==> src/rtl/result_collector_pkg.sv <==
// Shared definitions for the result collector: FSM encoding, slot count
// and the unsigned 8-bit saturation bound.
package result_collector_pkg;

  localparam int N_SLOTS = 8;
  localparam int SAT_MAX = 255;

  typedef enum logic [1:0] {
    ST_IDLE    = 2'd0,
    ST_COLLECT = 2'd1,
    ST_DONE    = 2'd2
  } state_e;

endpackage

==> src/rtl/sat_u8.sv <==
// Clamps a signed result word into 0..SAT_MAX for the display; flags only
// words clamped from above (negatives simply floor to zero).
module sat_u8 #(
  parameter int IN_W = 16
) (
  input  logic signed [IN_W-1:0] din,
  output logic        [7:0]      dout,
  output logic                   clamp
);
  import result_collector_pkg::*;

  localparam logic signed [IN_W-1:0] MAX_W = IN_W'(SAT_MAX);

  always_comb begin
    dout  = '0;
    clamp = 1'b0;
    if (din[IN_W-1]) begin
      dout = '0;
    end else if (din > MAX_W) begin
      dout  = 8'(SAT_MAX);
      clamp = 1'b1;
    end else begin
      dout = din[7:0];
    end
  end

endmodule

==> src/rtl/result_collector.sv <==
// Collects eight saturated convolution results per frame into named display slots.
//   state      | meaning
//   ST_IDLE    | after reset, waiting for start
//   ST_COLLECT | in_ready high, slot[count] written on each transfer
//   ST_DONE    | all slots filled, values held until the next start
module result_collector #(
  parameter int IN_W    = 16,
  parameter int N_SLOTS = result_collector_pkg::N_SLOTS
) (
  input  logic            clk_1hz,
  input  logic            resetn,
  input  logic            start,
  input  logic            in_valid,
  input  logic [IN_W-1:0] in_data,
  output logic            in_ready,
  output logic [7:0]      c9_11,
  output logic [7:0]      c9_12,
  output logic [7:0]      c9_21,
  output logic [7:0]      c9_22,
  output logic [7:0]      c4_11,
  output logic [7:0]      c4_12,
  output logic [7:0]      c4_21,
  output logic [7:0]      c4_22,
  output logic [3:0]      count,
  output logic            done,
  output logic            sat
);
  import result_collector_pkg::*;

  state_e     state_q, state_d;
  logic [3:0] count_q, count_d;
  logic       sat_q, sat_d;
  logic [7:0] slots_q [N_SLOTS];
  logic [7:0] slots_d [N_SLOTS];

  logic [7:0] sat_val;
  logic       sat_clamp;

  sat_u8 #(.IN_W(IN_W)) u_sat (
    .din   (in_data),
    .dout  (sat_val),
    .clamp (sat_clamp)
  );

  always_ff @(posedge clk_1hz or posedge resetn) begin
    if (resetn) begin
      state_q <= ST_IDLE;
      count_q <= '0;
      sat_q   <= 1'b0;
      slots_q <= '{default: '0};
    end else begin
      state_q <= state_d;
      count_q <= count_d;
      sat_q   <= sat_d;
      slots_q <= slots_d;
    end
  end

  // start wins over a word on the same edge, in every state
  always_comb begin
    state_d = state_q;
    count_d = count_q;
    sat_d   = sat_q;
    slots_d = slots_q;
    if (start) begin
      state_d = ST_COLLECT;
      count_d = '0;
      sat_d   = 1'b0;
      slots_d = '{default: '0};
    end else begin
      case (state_q)
        ST_COLLECT: begin
          if (in_valid) begin
            slots_d[count_q[2:0]] = sat_val;
            sat_d   = sat_q | sat_clamp;
            count_d = count_q + 4'd1;
            if (count_q == 4'(N_SLOTS - 1)) state_d = ST_DONE;
          end
        end
        ST_IDLE, ST_DONE: ;
        default: state_d = ST_IDLE;
      endcase
    end
  end

  assign in_ready = (state_q == ST_COLLECT);
  assign done     = (state_q == ST_DONE);
  assign count    = count_q;
  assign sat      = sat_q;

  assign c9_11 = slots_q[0];
  assign c9_12 = slots_q[1];
  assign c9_21 = slots_q[2];
  assign c9_22 = slots_q[3];
  assign c4_11 = slots_q[4];
  assign c4_12 = slots_q[5];
  assign c4_21 = slots_q[6];
  assign c4_22 = slots_q[7];

endmodule

==> config.mk <==
export PLATFORM = sky130hd
export DESIGN_NAME = result_collector
export DESIGN_NICKNAME = d
export VERILOG_FILES = /design/src/rtl/result_collector_pkg.sv /design/src/rtl/sat_u8.sv /design/src/rtl/result_collector.sv
export SDC_FILE = /design/constraint.sdc
export NUM_CORES = 1
export LEC_CHECK = 0
export ABC_CLOCK_PERIOD_IN_PS = 1870
export CAP_MARGIN = 25
export CORE_UTILIZATION = 40
export CTS_BUF_LIST = sky130_fd_sc_hd__clkbuf_8 sky130_fd_sc_hd__clkbuf_16
export DETAILED_ROUTE_END_ITERATION = 8
export HOLD_SLACK_MARGIN = 0.03
export PLACE_DENSITY = 0.71
export SETUP_SLACK_MARGIN = 0.15
export SYNTH_ARGS = -nofsm -noshare
export SYNTH_HDL_FRONTEND = slang
export SYNTH_HIERARCHICAL = 1
export SYNTH_SLANG_ARGS = --single-unit
export TNS_END_PERCENT = 5
==> constraint.sdc <==
create_clock -name clk_1hz -period 1.87 [get_ports clk_1hz]
set_input_delay 0.187 -clock clk_1hz [delete_from_list [all_inputs] [get_ports clk_1hz]]
set_output_delay 0.187 -clock clk_1hz [all_outputs]
set_load 0.01 [all_outputs]
## Word level (Yosys, flattened, before mapping)

Index checks and enable logic that the tools add are counted.

- Register bits: 71
- Input port bits: 20
- Word-level logic and storage cells: 50
- Output and inout port bits: 71

- Reductions and logical operators: 7
- Bitwise logic cells: 2
- Add/sub/neg operators: 1
- Equality and inequality tests: 6
- Multiplexer cells: 20
- Magnitude comparators: 3

Operator list:

| cell | count |
|---|---|
| 64-bit two-way mux | 3 |
| 64-bit bitwise mux | 1 |
| 8-bit demux with 3-bit select | 1 |
| 8-bit two-way mux | 3 |
| 16-bit by 9-bit greater-than comparator with 1-bit output (second input constant) | 1 |
| 4-bit two-way mux | 3 |
| 2-bit two-way mux | 3 |
| 1-bit two-way mux | 5 |
| 4-bit by 1-bit adder with 4-bit output (second input constant) | 1 |
| 4-bit by 3-bit == test with 1-bit output (second input constant) | 1 |
| 4-bit greater-or-equal comparator (second input constant) | 1 |
| 4-bit by 1-bit < comparator with 1-bit output (second input constant) | 1 |
| 3-bit NOT with 4-bit output | 1 |
| 2-bit case mux with 2 select lines | 1 |
| 2-bit nonzero test | 2 |
| 3-bit by 2-bit != test with 1-bit output (second input constant) | 1 |
| 3-bit != test (second input constant) | 1 |
| 3-bit AND reduction | 1 |
| 2-bit by 1-bit == test with 1-bit output (second input constant) | 1 |
| 2-bit == test (second input constant) | 1 |
| 2-bit logical NOT | 1 |
| 2-bit != test (second input constant) | 1 |
| 2-bit AND reduction | 1 |
| 2-bit OR reduction | 1 |
| 2 further kinds | 2 |

## Logic depth before layout (Yosys ltp)

- Depth in word-level cells: 9
- Mapped depth: 6
- Mapped depth without buffers: 4

## Cells and area by module

The synthesis kept the hierarchy.

Modules (own cells, without submodules):

| module | cells each | area each (µm²) | times used |
|---|---|---|---|
| result_collector | 261 | 3213.1 | 1 |
| sat_u8 | 22 | 123.9 | 1 |

## Worst setup path before layout

OpenSTA, ideal clock, no wires.

- Path type: reg2reg
- From: register state_q[1]
- To: register count_q[3], in the netlist count[3]
- Data arrival time: 1.377 ns
- Setup time: 0.125 ns
- Clock period less this slack: 1.502 ns
- Path slack: 0.368 ns
- Cell stages (with the launch flop): 6
- Cells stage by stage: dfrtp_1 and3b_1 buf_6 and4_4 buf_6 mux2_4

- Word-level cells in the longest chain between the ends: 3

RTL lines:

| element | RTL line | text |
|---|---|---|
| start: declaration | result_collector.sv:30 | `state_e state_q, state_d;` |
| start signal: assignment | result_collector.sv:52 | `state_q <= state_d;` |
| 2-bit by 1-bit == test with 1-bit output | result_collector.sv:71 | `case (state_q)` |
| 2-bit nonzero test (no line) | -- |  |
| 2-bit AND reduction (no line) | -- |  |
| end signal: assignment | result_collector.sv:53 | `count_q <= count_d;` |
| end: declaration | result_collector.sv:31 | `logic [3:0] count_q, count_d;` |

No other way between the ends.
A chain may end at the register's enable or synchronous reset.

## Worst setup path after layout

- From: register state_q[1]
- To: output in_ready

- Word-level cells in the longest chain between the ends: 1

RTL lines:

| element | RTL line | text |
|---|---|---|
| 2-bit by 1-bit == test with 1-bit output | result_collector.sv:86 | `assign in_ready = (state_q == ST_COLLECT);` |
| end: declaration | result_collector.sv:15 | `output logic in_ready,` |

No other way between the ends.

==> impl_metrics.py <==
metrics = {
    "sta": {
        "slew-limit-headroom_pct": 63.2,
        "maxClockFrequency_mhz": 588,
        "setup_violations": 0,
        "finClkSkew_ns": 0.0102,
        "hold_viol_final": 0,
        "grt_setup_unrepaired": "true",
        "final_period_minus_worst_setup_slack_ns": 1.70,
        "layout_setup_ws_ns": 0.171,
        "post-route-period-util_pct": 90.9,
        "hold-worst-slack_ns": 0.249,
        "worst_slew_pin_slew_ns": 0.550,
        "final-max-slew-violation-count": 0,
        "totalNegativeSetupSlack_ns": 0,
    },
    "final_layout": {
        "layout.area.seq_sq_um": 1780,
        "final_nets": 398,
        "n_antenna_cell": 0,
        "total_area_of_multi_input_combinational_cells_sq_um": 1460,
        "post_route_cells_drive_above_1_share_pct": 11.5,
        "finish.cell_count_without_fillers": 484,
        "layout-area-overhead-vs-synth_pct": 39.3,
        "filler_cell_count": 669,
        "post-route-util_pct": 58.9,
        "final_area_sq_um": 4650,
    },
    "die": {
        "floorplan.die.width_um": 93.3,
        "die-area_sq_um": 8710,
        "floorplan.rows": 32,
        "start_util_pct": 42.3,
        "die-height_um": 93.3,
        "core-area_sq_um": 7890,
        "boundaryPins": 91,
    },
    "synthesis": {
        "synth.ff_latch_count": 71,
        "average_instance_area_after_synthesis_sq_um": 11.8,
        "post-synth-top-count-cell": "nand2b_1",
        "synth_async_sr_flop_share_pct": 100,
        "synth_flop_cell": "dfrtp_1",
        "share_of_synthesized_area_occupied_by_flip_flops_and_latches_pct": 53.2,
        "synth_enable_flop_cells": 0,
        "synthesized_cell_area_sq_um": 3340,
        "post_synth_num_cell_types": 28,
        "synth_top_area_share_pct": 53.2,
        "post_synth_main_area_contributors": "dfrtp_1, mux2i_1, nand2b_1",
        "yosysWarnings": 6,
        "syn-instance-count": 283,
        "ys_top_cells_by_count": "nand2b_1, dfrtp_1, mux2i_1",
        "yosysTopAreaCell": "dfrtp_1",
        "synth.net_count": 304,
    },
    "critical_path": {
        "r2r.worst_path.cells": 4,
        "critPathRequiredTime_ns": 1.68,
        "element_type_at_the_critical_path_start": "flip-flop",
        "critPathKind": "reg -> out",
        "critical_path_peak_fanout": 5,
        "worst-endpoint-arrival_ns": 1.51,
        "critPathCaptureType": "output pin",
    },
    "placement": {
        "globalplace.congestion": 0.762,
        "placement.io_buffers": 90,
        "post-dp-hpwl_um": 5530,
        "dp.cells": 468,
        "dpl-instance-area_sq_um": 4460,
        "dpl_worst_slack_ns": 0.0159,
    },
    "clock_tree": {
        "tritoncts_clock_tree": "yes",
        "clk_pin_slew_ns": 0.08,
        "clk_path_buf_depth": 2,
        "setup_fix_bufs_post_cts": 0,
        "numCtsBuffers": 9,
        "cts.sink_count": 71,
        "htree_num_levels": 3,
        "clock_tree.root_cell": "clkbuf_8",
        "clock_insertion_delay_worst_skew_ns": 0.34,
    },
    "grt": {
        "grt.total_usage_pct": 19.5,
        "grt_first_pass_wirelength_um": 12700,
        "grt_start_max_net_pins": 41,
        "antenna_violations_before_repair": 0,
        "globalRouteOverflowTotal": 0,
        "grt_pass1_vias": 2394,
    },
    "drt": {
        "ant_nets": 0,
        "drc_errors": 0,
        "via_per_inst": 4.96,
        "drt-pass1-iter-count": 4,
        "final_routed_wirelength_um": 7890,
        "initialDrtViolationCount": 103,
        "post_drt_wl_per_cell_um": 16.3,
        "detailroute.via_count": 2401,
    },
    "hold_path": {
        "holdCritPathClass": "in -> async",
    },
    "power": {
        "power.ir.vdd_worst_v": 0.000375,
        "power_leakage_nw": 2.25,
        "finalPower_mw": 3.11,
        "powerDensity_nw_per_um2": 669,
    },
    "status": {
        "status": "completed",
    },
    "run": {
        "drv.max_cap_violation_count": 0,
    },
}
==> cell type report <==
| cell class | instances | share of cell area (%) |
|---|---|---|
| clock buffers | 10 | 2.96 |
| well taps | 102 | 2.75 |
| flip-flops and latches | 71 | 38.2 |
| clock inverters | 6 | 0.942 |
| repair buffers | 105 | 23.6 |
| multi-input cells | 189 | 31.4 |
| inverters | 1 | 0.162 |
==> state kept, by name, indices dropped and copies added (netlist names) <==
register / flops
c4_12: 8
state_q: 2
c9_11: 8
c4_22: 8
c9_22: 8
c4_21: 8
count: 4
c4_11: 8
sat: 1
c9_12: 8
c9_21: 8
==> critical path: stages (launching register included) <==
cell and delay [ns]:
dfrtp_1 0.42, and2b_1 0.22, clkdlybuf4s50_1 0.54
==> path summary, 6_finish.rpt <==
path | end | from | slack, ns
worst max-delay path | in_ready | state_q[1]$_DFFE_PP0P_ | 0.17
worst min-delay path | c4_11[4]$_DFFE_PP0P_ | resetn | 0.25
worst max register to register | c4_22[5]$_DFFE_PP0P_ | state_q[1]$_DFFE_PP0P_ | 0.37
worst min register to register | sat$_DFFE_PP0P_ | sat$_DFFE_PP0P_ | 0.50
max in group asynchronous | c4_12[1]$_DFFE_PP0P_ | resetn | 1.10
min in group clk_1hz | c9_11[7]$_DFFE_PP0P_ | start | 0.44
==> cells in the final DEF (no fill, tap or decap), types with 2 or more instances in the layout <==
cell	n
nand2b_1	72
dfrtp_1	71
clkdlybuf4s50_1	89
buf_12	7
clkbuf_8	10
mux2i_1	65
nand3_2	3
clkinvlp_4	5
buf_4	8
nand2_2	3
a21oi_1	3
nor2_1	16
nor2b_1	3
a31oi_1	8
and3b_1	2
==> per-layer routing <==
layer	up-vias	GRT usage (%)	share of wire, %
met5	-	0	0
met4	0	6.92	1.1
met3	8	3.58	3.9
met2	66	30.1	46
met1	1192	27.5	49
li1	1135	-	-
==> timing repair <==
| action | 4_1_cts | 5_1_grt |
|---|---|---|
| hold buffers | 0 | 0 |
| gates resized for setup | 0 | 1 |
| setup endpoints to repair | 0 | 2 |
==> logic make-up after synthesis <==
| logic type | share of synthesized area (%) |
|---|---|
| simple gates | 20.6 |
| flops | 53.2 |
| mux | 19.9 |
| buf+inv | 3.15 |
| compound gates | 2.17 |
| xor+xnor | 0.525 |
| fa+ha+maj | 0.375 |
==> power by group <==
group	internal [mW]	switching, mW
registers	1.57	0.0312
logic	0.207	0.196
clock network	0.519	0.585
total	2.30	0.812
(Power assumes the default switching activity.)
